==> src/rtl/ball_pkg.sv <==
// Shared types and constants for the ball motion engine.
package ball_pkg;

  typedef enum logic [1:0] {
    IDLE = 2'd0,
    MOVE = 2'd1,
    LOST = 2'd2,
    OVER = 2'd3
  } state_t;

  localparam logic DIR_RIGHT = 1'b1;
  localparam logic DIR_DOWN  = 1'b1;

endpackage

==> src/rtl/ball_axis_step.sv <==
// One axis of ball motion: position +/- velocity, clamped to [0, HI],
// with a bounce flag whenever a clamp was applied.
module ball_axis_step #(
  parameter int W  = 10,
  parameter int HI = 624
) (
  input  logic [W-1:0] pos,
  input  logic [W-1:0] vel,
  input  logic         inc,
  output logic [W-1:0] next_pos,
  output logic         bounce
);

  // One extra bit so pos + vel cannot wrap before the clamp compare.
  logic [W:0] sum;

  always_comb begin
    sum      = {1'b0, pos} + {1'b0, vel};
    next_pos = W'(sum);
    bounce   = 1'b0;
    if (inc) begin
      if (sum >= (W+1)'(HI)) begin
        next_pos = W'(HI);
        bounce   = 1'b1;
      end
    end else if (pos < vel) begin
      next_pos = '0;
      bounce   = 1'b1;
    end else begin
      next_pos = pos - vel;
    end
  end

endmodule

==> src/rtl/ball_engine.sv <==
// Brick-breaker ball engine: serve, per-frame motion, wall/paddle/brick
// reflections, speed-up on paddle hits, and lives bookkeeping.
module ball_engine
  import ball_pkg::*;
#(
  parameter int SCREEN_W       = 640,
  parameter int SCREEN_H       = 480,
  parameter int BALL_SIZE      = 16,
  parameter int PADDLE_W       = 80,
  parameter int PADDLE_Y       = 448,
  parameter int POS_W          = 10,
  parameter int VEL_INIT       = 4,
  parameter int VEL_MAX        = 8,
  parameter int HITS_PER_LEVEL = 4,
  parameter int LIVES          = 3
) (
  input  logic             clk,
  input  logic             rst,
  input  logic             frame_tick,
  input  logic             game_run,
  input  logic             launch,
  input  logic [POS_W-1:0] paddle_x,
  input  logic             brick_hit,
  input  logic             brick_axis,
  output logic [POS_W-1:0] ball_x,
  output logic [POS_W-1:0] ball_y,
  output logic             dir_x,
  output logic             dir_y,
  output logic [3:0]       speed,
  output logic [1:0]       lives_left,
  output logic             ball_lost,
  output logic             game_over,
  output logic             display_ball
);

  localparam int AW     = POS_W + 1;
  localparam int XMAX   = SCREEN_W - BALL_SIZE;
  localparam int YMAX   = SCREEN_H - BALL_SIZE;
  localparam int PARK_Y = PADDLE_Y - BALL_SIZE;

  state_t           state;
  logic             pend_x, pend_y;
  logic [3:0]       hit_cnt;
  logic             move_tick, eff_dx, eff_dy;
  logic             bx, by, paddle_hit, floor_hit;
  logic [POS_W-1:0] vel, nx, ny, park_x;
  logic [AW-1:0]    x_w, y_w, v_w, px_w, center;

  assign move_tick = frame_tick && game_run && (state == MOVE);
  // Pending brick flags toggle direction before this tick's step.
  assign eff_dx    = dir_x ^ pend_x;
  assign eff_dy    = dir_y ^ pend_y;
  assign vel       = POS_W'(speed);
  assign x_w       = {1'b0, ball_x};
  assign y_w       = {1'b0, ball_y};
  assign v_w       = {1'b0, vel};
  assign px_w      = {1'b0, paddle_x};

  ball_axis_step #(.W(POS_W), .HI(XMAX)) u_step_x (
    .pos(ball_x), .vel(vel), .inc(eff_dx), .next_pos(nx), .bounce(bx)
  );

  ball_axis_step #(.W(POS_W), .HI(YMAX)) u_step_y (
    .pos(ball_y), .vel(vel), .inc(eff_dy), .next_pos(ny), .bounce(by)
  );

  assign paddle_hit = (eff_dy == DIR_DOWN)
                   && (y_w + AW'(BALL_SIZE) <= AW'(PADDLE_Y))
                   && (y_w + v_w + AW'(BALL_SIZE) >= AW'(PADDLE_Y))
                   && (x_w + AW'(BALL_SIZE) > px_w)
                   && (x_w < px_w + AW'(PADDLE_W));
  assign floor_hit  = (eff_dy == DIR_DOWN) && (y_w + v_w >= AW'(YMAX));

  // Parked ball sits centred on the paddle, kept inside the playfield.
  always_comb begin
    center = px_w + AW'(PADDLE_W / 2);
    if (center < AW'(BALL_SIZE / 2))
      park_x = '0;
    else if (center - AW'(BALL_SIZE / 2) > AW'(XMAX))
      park_x = POS_W'(XMAX);
    else
      park_x = POS_W'(center - AW'(BALL_SIZE / 2));
  end

  always_ff @(posedge clk or posedge rst) begin
    if (rst) begin
      state        <= IDLE;
      ball_x       <= POS_W'((SCREEN_W - BALL_SIZE) / 2);
      ball_y       <= POS_W'(PARK_Y);
      dir_x        <= DIR_RIGHT;
      dir_y        <= ~DIR_DOWN;
      speed        <= 4'(VEL_INIT);
      hit_cnt      <= '0;
      lives_left   <= 2'(LIVES);
      ball_lost    <= 1'b0;
      game_over    <= 1'b0;
      display_ball <= 1'b0;
      pend_x       <= 1'b0;
      pend_y       <= 1'b0;
    end else begin
      ball_lost    <= 1'b0;
      display_ball <= game_run && (state == IDLE || state == MOVE);
      pend_x       <= (move_tick ? 1'b0 : pend_x) | (brick_hit & brick_axis);
      pend_y       <= (move_tick ? 1'b0 : pend_y) | (brick_hit & ~brick_axis);
      case (state)
        IDLE: begin
          if (game_run) begin
            if (frame_tick) begin
              ball_x <= park_x;
              ball_y <= POS_W'(PARK_Y);
            end
            if (launch) begin
              state   <= MOVE;
              dir_x   <= DIR_RIGHT;
              dir_y   <= ~DIR_DOWN;
              speed   <= 4'(VEL_INIT);
              hit_cnt <= '0;
            end
          end
        end
        MOVE: begin
          if (move_tick) begin
            if (!paddle_hit && floor_hit) begin
              state      <= LOST;
              ball_lost  <= 1'b1;
              lives_left <= lives_left - 2'd1;
            end else begin
              ball_x <= nx;
              dir_x  <= bx ? ~eff_dx : eff_dx;
              if (paddle_hit) begin
                ball_y <= POS_W'(PARK_Y);
                dir_y  <= ~DIR_DOWN;
                if (hit_cnt == 4'(HITS_PER_LEVEL - 1)) begin
                  hit_cnt <= '0;
                  if (speed < 4'(VEL_MAX)) speed <= speed + 4'd1;
                end else begin
                  hit_cnt <= hit_cnt + 4'd1;
                end
              end else begin
                ball_y <= ny;
                dir_y  <= by ? ~eff_dy : eff_dy;
              end
            end
          end
        end
        LOST: begin
          state     <= (lives_left != 2'd0) ? IDLE : OVER;
          game_over <= (lives_left == 2'd0);
        end
        OVER:    game_over <= 1'b1;
        default: state <= IDLE;
      endcase
    end
  end

endmodule

==> config.mk <==
export PLATFORM = sky130hd
export DESIGN_NAME = ball_engine
export DESIGN_NICKNAME = d
export VERILOG_FILES = /design/src/rtl/ball_pkg.sv /design/src/rtl/ball_axis_step.sv /design/src/rtl/ball_engine.sv
export SDC_FILE = /design/constraint.sdc
export NUM_CORES = 1
export LEC_CHECK = 0
export ABC_AREA = 1
export ABC_CLOCK_PERIOD_IN_PS = 3300
export CORE_UTILIZATION = 55
export CTS_BUF_LIST = sky130_fd_sc_hd__clkbuf_2 sky130_fd_sc_hd__clkbuf_4 sky130_fd_sc_hd__clkbuf_8
export DETAILED_ROUTE_END_ITERATION = 10
export GPL_ROUTABILITY_DRIVEN = 0
export PLACE_DENSITY = 0.78
export SYNTH_ARGS = -nofsm -noshare
export SYNTH_HDL_FRONTEND = slang
export SYNTH_SLANG_ARGS = --single-unit
==> constraint.sdc <==
create_clock -name clk -period 3.3 [get_ports clk]
set_input_delay 0.495 -clock clk [delete_from_list [all_inputs] [get_ports clk]]
set_output_delay 0.495 -clock clk [all_outputs]
set_load 0.005 [all_outputs]
==> flow_metrics.tcl, run 1 <==
set metrics [dict create \
    cp.required_ns 3.49 \
    yosysTopAreaCellShare_pct 21.97 \
    clkTransAtPathRegs_ns 0.08 \
    rsz0062_at_grt "false" \
    crit_path_top_delay_cell "dfstp_2" \
    hpwl_mm 10.47 \
    swShare_pct 53.91 \
    totalWireLength_mm 13.18 \
    cp_max_fo 20 \
    ys_top_cells_by_count "nand2_1 (277), nand3_1 (89), inv_1 (87)" \
    routed_via_density 5.531 \
    synth_edf_count 0 \
    status "finished clean" \
    drt-pass1-iter-count 5 \
    fp.dieW_um 94.77 \
    fin_ws_ns 0.2569 \
    hold_ws_ns 0.5006 \
    synth_ff_type "dfrtp_1" \
    drtIter0Drc 387 \
    fmax_mhz 328.6 \
    crit_path_start_kind "flip-flop" \
    fill_cells 769 \
    syn_area_per_cell_sq_um 6.244 \
    period_minus_slack_ns 3.043 \
    worstSetupPathType "reg -> reg" \
    grtUsageTotal_pct 30.82 \
    fin_crit_sh_pct 92.22 \
    worstRegToRegCells 19 \
    antenna_found_initial 0 \
    portBuffers 47 \
    p_comb_share_pct 71.2 \
    syn-num-nets 823 \
    power_density_mw_per_mm2 865.8 \
    cts_sinks 39 \
    switching_power_mw 2.535 \
    cp-startpoint "ball_x[4]" \
    ys_warn_count 0 \
    fin_area_sq_mm 0.005431 \
    worstReg2RegEnd "ball_y[2]" \
    cpMostUsedCell "nand2_1" \
    yosys.area.top_type "nand2_1" \
    synth_most_common_cell "nand2_1" \
    ios 48 \
    crit_end "ball_y[2]" \
    yosysSeqAreaShare_pct 20.94 \
    syn_area_sq_mm 0.004733 \
    cts_buffer_depth 2 \
    hold_violations 0 \
    core_sq_mm 0.008258 \
    cp.arrival_ns 3.23 \
    num_vias 5061 \
    pre_cts_ws_ns -0.06102 \
    fin_setup_tns_ns 0 \
    cts_tree "built" \
    async_reset_ff_share_pct 100.0 \
    cts-root-buf "clkbuf_8" \
    dpl-instance-area_sq_mm 0.005335 \
    crit_path_max_incr_delay_ns 0.54 \
    r2r_start "ball_x[4]" \
    rows 33 \
    sequentialPowerShare_pct 21.8 \
    internal_power_mw 2.167 \
    grt_pass1_wl_mm 21.94 \
    antenna_cells 0 \
    endpoint_kind "flip-flop" \
    cts_buffers 5 \
    tightest_slew_ns 0.8331 \
    r2r_slack_ns 0.26 \
    post_cts_buffers 0 \
    drc 0 \
    cap_violations 0 \
    hold_class "reg -> reg" \
    setup_viol 0 \
    die_h_um 94.77 \
    die-area_sq_mm 0.008981 \
    worstPathCellList "ha_1 -> nand2_1 -> nor2_2 -> xor2_1 -> inv_1 -> ha_1 -> nand2_1 -> inv_1 -> nand3_1 -> inv_1 -> nand3_1 -> nand2_1 -> nand2_1 -> nor2_1 -> nand2_4 -> nand3_4 -> nand2_4 -> nand2_1 -> nand2_1" \
    htreeDepth 2 \
    ys_ff_latch 39 \
    synth_area_leaders "nand2_1 (22%), dfrtp_1 (14%), ha_1 (12%)" \
    synth.distinct_cells 38 \
    ant_nets 0 \
    ir_drop_mv 0.4208 \
    area_growth_pct 14.75 \
    initial_core_util_pct 57.32 \
    p_clk_share_pct 7.0 \
    drv_slew 0 \
    slew_headroom_pct 44.22 \
    fin_nets 874 \
    grt_pass1_vias 4702 \
    clock_latency_ns 0.30 \
    fin_worst_skew_ns 0.005922 \
    leakage_nw 2.996 \
    drive_gt1_share_pct 8.148 \
    wire_per_inst_um 14.40 \
    gr-total-overflow 0 \
    syn_inst 758 \
    grt_max_degree 40 \
    total_power_mw 4.703 \
]
how the worst min path moves through the flow:
stage	startpoint	endpoint	slack (ns)	cells past startpoint
floorplan	dir_x	dir_x	0.47	2
finish	dir_x	dir_x	0.50	2
global route	game_over	game_over	0.52	2
global placement	game_over	game_over	0.47	2
CTS	dir_x	dir_x	0.50	2
detailed placement	dir_x	dir_x	0.48	2
state kept, by name, summed over array words and instances, names as in the netlist, 2 cells and up:
signal      flops
hit_cnt         4
ball_y         10
lives_left      2
state           2
ball_x         10
speed           4
cells in the final DEF (no fill, tap or decap):
cell and n:
nor2_4 1, nor3_2 1, fa_1 4, o21ai_0 23, nand4_1 21, nor2_8 1, dfrtp_1 27, nand2_2 3
a21o_1 4, a31oi_1 1, a21oi_4 1, nor4_1 1, a21oi_1 21, xor2_2 1, nand2_1 277, clkinvlp_4 1
clkbuf_4 1, clkbuf_8 5, clkinv_2 1, inv_2 4, or2_2 4, xor2_1 21, nand3_4 2, nor3_1 9
dfstp_2 12, o21ai_1 2, nand3_2 3, nor3b_2 1, nor2_1 63, a21boi_0 1, inv_1 87, ha_1 44
o31ai_1 1, nand3b_4 1, nand2_4 4, clkdlybuf4s50_1 47, buf_4 16, xnor2_1 1, nor2_2 3, nand3_1 89
critical path: cells and delay by family (launching register included):
kind                       cells  cell delay (ns)
buffers and inverters          3             0.18
adders and majority gates      2             0.57
and+or+nand+nor               13             1.46
DFF                            1             0.54
xor gates and xnor gates       1             0.17
timing repair:
item	CTS	global route
resized for setup	0	2
setup endpoints to repair	0	20
hold buffers	0	0
power by group through the flow:
stage                     Clock (mW)  Sequential, mW  Combinational (mW)
after floorplan                    0           0.912                2.36
after global placement             0            1.02                3.20
after detailed placement           0            1.03                3.28
after CTS                      0.334            1.02                3.31
after global routing           0.350            1.06                3.78
final                          0.330            1.03                3.35
per-stage QoR:
stage / utilization [%] / std cells
3_5_place_dp: 64.61 / 907
6_report: 65.77 / 915
4_1_cts: 65.68 / 915
2_1_floorplan: - / 758
5_1_grt: 65.77 / 915
3_3_place_gp: 64.61 / 907
kinds of logic after synthesis:
family                     Yosys count  share of synthesized area, %
AOI/OAI and AO/OA                   54                         6.292
xor gates and xnor gates            23                         4.415
adders and majority gates           48                         13.32
DFF                                 39                         20.94
and+or+nand+nor                    484                         45.18
buffers and inverters              110                         9.860
metal layers:
metal	part of all wire (%)	track usage, %	wire (um)	up-vias
met1	47	43.47	6136	2349
met4	1.3	4.798	172	0
met3	6.3	4.428	836	21
li1	-	-	-	2525
met5	0	0	0	-
met2	46	50.72	6028	166
cell type report:
| type | count | area [sq um] | area share, % |
|---|---|---|---|
| sequential | 39 | 991.0 | 18.24 |
| tap | 105 | 131.4 | 2.419 |
| timing repair buffer | 63 | 590.6 | 10.87 |
| inverter | 91 | 341.6 | 6.289 |
| clock inverter | 2 | 12.51 | 0.2304 |
| clock buffer | 6 | 76.32 | 1.405 |
| multi-input combinational | 609 | 3288 | 60.54 |
Note: power is estimated with default switching activity, not from simulation.
==> inputs of run 2 (changes only) <==
--- a/config.mk
+++ b/config.mk
@@ -11,6 +11,7 @@
 export CTS_BUF_LIST = sky130_fd_sc_hd__clkbuf_2 sky130_fd_sc_hd__clkbuf_4 sky130_fd_sc_hd__clkbuf_8
 export DETAILED_ROUTE_END_ITERATION = 10
 export GPL_ROUTABILITY_DRIVEN = 0
+export HOLD_SLACK_MARGIN = 0.06
 export PLACE_DENSITY = 0.78
 export SYNTH_ARGS = -nofsm -noshare
 export SYNTH_HDL_FRONTEND = slang
==> results of run 2 <==
Same layout as run 1: the final DEF is identical, and so are final timing and power.
==> inputs of run 3 (changes only) <==
--- a/config.mk
+++ b/config.mk
@@ -7,12 +7,11 @@
 export LEC_CHECK = 0
 export ABC_AREA = 1
 export ABC_CLOCK_PERIOD_IN_PS = 3300
-export CORE_UTILIZATION = 55
+export CORE_UTILIZATION = 35
 export CTS_BUF_LIST = sky130_fd_sc_hd__clkbuf_2 sky130_fd_sc_hd__clkbuf_4 sky130_fd_sc_hd__clkbuf_8
 export DETAILED_ROUTE_END_ITERATION = 10
 export GPL_ROUTABILITY_DRIVEN = 0
-export HOLD_SLACK_MARGIN = 0.06
-export PLACE_DENSITY = 0.78
+export HOLD_SLACK_MARGIN = 0.05
 export SYNTH_ARGS = -nofsm -noshare
 export SYNTH_HDL_FRONTEND = slang
 export SYNTH_SLANG_ARGS = --single-unit
==> run 3 against run 2 <==
  * Cell area grew 3.2%
  * Utilization shrank 23 points
  * Register-to-register slack gained 0.07 ns
  * Setup slack gained 0.070 ns
  * Clock power grew 24%
  * Critical path depth grew 1
  * First-iteration DRC count grew 1.8%
  * Total power grew 2.0%
  * Critical path type unchanged
==> flow_metrics.tcl, run 3 (synthesized netlist as in run 1, its figures left out) <==
set metrics [dict create \
    status "finished clean" \
    wire_per_inst_um 13.62 \
    ant_nets 0 \
    antenna_found_initial 0 \
    clock_latency_ns 0.29 \
    drv_slew 0 \
    ir_drop_mv 0.3391 \
    cts_buffers 5 \
    totalWireLength_mm 13.54 \
    clkTransAtPathRegs_ns 0.08 \
    hold_class "reg -> reg" \
    die-area_sq_mm 0.01399 \
    grtUsageTotal_pct 19.79 \
    cts_resized 0 \
    die_h_um 118.3 \
    core_sq_mm 0.01319 \
    total_power_mw 4.797 \
    grt_max_degree 40 \
    antenna_cells 0 \
    area_growth_pct 18.40 \
    hpwl_mm 10.76 \
    fin_worst_skew_ns 0.004935 \
    multi_input_area_sq_mm 0.003288 \
    final_common_cell "nand2_1" \
    setup_viol 0 \
    htreeDepth 2 \
    leakage_nw 3.047 \
    power_density_mw_per_mm2 856.1 \
    cp.arrival_ns 3.17 \
    fmax_mhz 336.3 \
    worstSetupPathType "reg -> reg" \
    fill_cells 1435 \
    grt_pass1_vias 4521 \
    period_minus_slack_ns 2.973 \
    ios 48 \
    drive_gt1_share_pct 9.046 \
    fin_nets 882 \
    drtIter0Drc 394 \
    post_cts_buffers 0 \
    grt_pass1_wl_mm 22.45 \
    cts_tree "built" \
    cts_sinks 39 \
    hold_buffers 0 \
    routed_via_density 4.911 \
    endpoint_kind "flip-flop" \
    tightest_slew_ns 0.4879 \
    num_vias 4882 \
    fin_crit_sh_pct 90.10 \
    fin_setup_tns_ns 0 \
    rows 42 \
    drt-pass1-iter-count 4 \
    cts-root-buf "clkbuf_8" \
    portBuffers 47 \
    cap_violations 0 \
    cp_max_fo 7 \
    slew_headroom_pct 67.13 \
    cts_buffer_depth 2 \
    reg_top3 "ball_x x10, ball_y x10" \
    layout_common_cells "nand2_1 (277), nand3_1 (89), inv_1 (87), nor2_1 (63), clkdlybuf4s50_1 (47)" \
    crit_path_start_kind "flip-flop" \
    fp.dieW_um 118.3 \
    hold_violations 0 \
    drc 0 \
    initial_core_util_pct 35.89 \
    seqCellArea_sq_um 991.0 \
    hold_ws_ns 0.4907 \
    gr-total-overflow 0 \
    cp.required_ns 3.49 \
    rsz0062_at_grt "false" \
]
[run 3: cell count changes in the layout (fill, tap and decap cells not counted)]
| cell | delta |
|---|---|
| clkinvlp_4 | -1 |
| clkbuf_4 | -1 |
| bufinv_16 | +1 |
| buf_4 | +8 |
| clkinv_4 | +1 |
[run 3: path summary, 6_finish.rpt]
kind,start,to,slack (ns),cells past startpoint
worst min-delay path,dir_x,dir_x,0.49,2
worst min register to register,dir_x,dir_x,0.49,2
min in group asynchronous,rst,pend_y,0.60,3
worst max register to register,ball_x[4],dir_y,0.33,20
worst max-delay path,ball_x[4],dir_y,0.33,20
max in group asynchronous,rst,speed[2],2.32,3
[run 3: critical path, stage by stage (launching register included)]
cell and delay, ns:
dfstp_2 0.59, ha_1 0.24, nand2_1 0.10, nor2_2 0.14, xor2_1 0.16, inv_1 0.06, ha_1 0.31, nand2_1 0.06
inv_1 0.05, nand3_1 0.08, inv_1 0.07, nand3_1 0.06, nand2_1 0.08, nand2_1 0.09, nor2_1 0.21, nand2_4 0.11
nand3_4 0.13, buf_4 0.16, nand2_1 0.07, nand2_1 0.06, nand2_1 0.05
[run 3: area by class of cell]
cell class / instances / share of cell area [%]
multi-input cells: 609 / 58.67
flip-flops and latches: 39 / 17.68
repair buffers: 71 / 11.61
inverters: 91 / 6.095
well taps: 176 / 3.929
clock buffers: 5 / 1.228
clock inverters: 3 / 0.7814
[run 3: where the power goes]
group	total, mW	internal (mW)	switching, mW
registers	1.03	0.708	0.321
logic	3.36	1.32	2.04
clock network	0.409	0.225	0.184
total	4.80	2.25	2.55
[run 3: per-layer routing]
metal / routed length [um] / GRT usage [%] / vias to the layer above
li1: - / - / 2540
met3: 463 / 1.737 / 19
met4: 224 / 4.247 / 0
met5: 0 / 0 / -
met2: 6133 / 32.13 / 99
met1: 6713 / 28.39 / 2224
[run 3: metrics by stage]
stage	area, sq um	setup WS [ns]	cells	util [%]
2_1_floorplan	4733	0.6544	758	-
3_3_place_gp	5484	0.03454	986	41.58
3_5_place_dp	5484	-0.02078	986	41.58
4_1_cts	5597	0.1348	994	42.43
5_1_grt	5604	0.02540	994	42.49
6_report	5604	0.3265	994	42.49
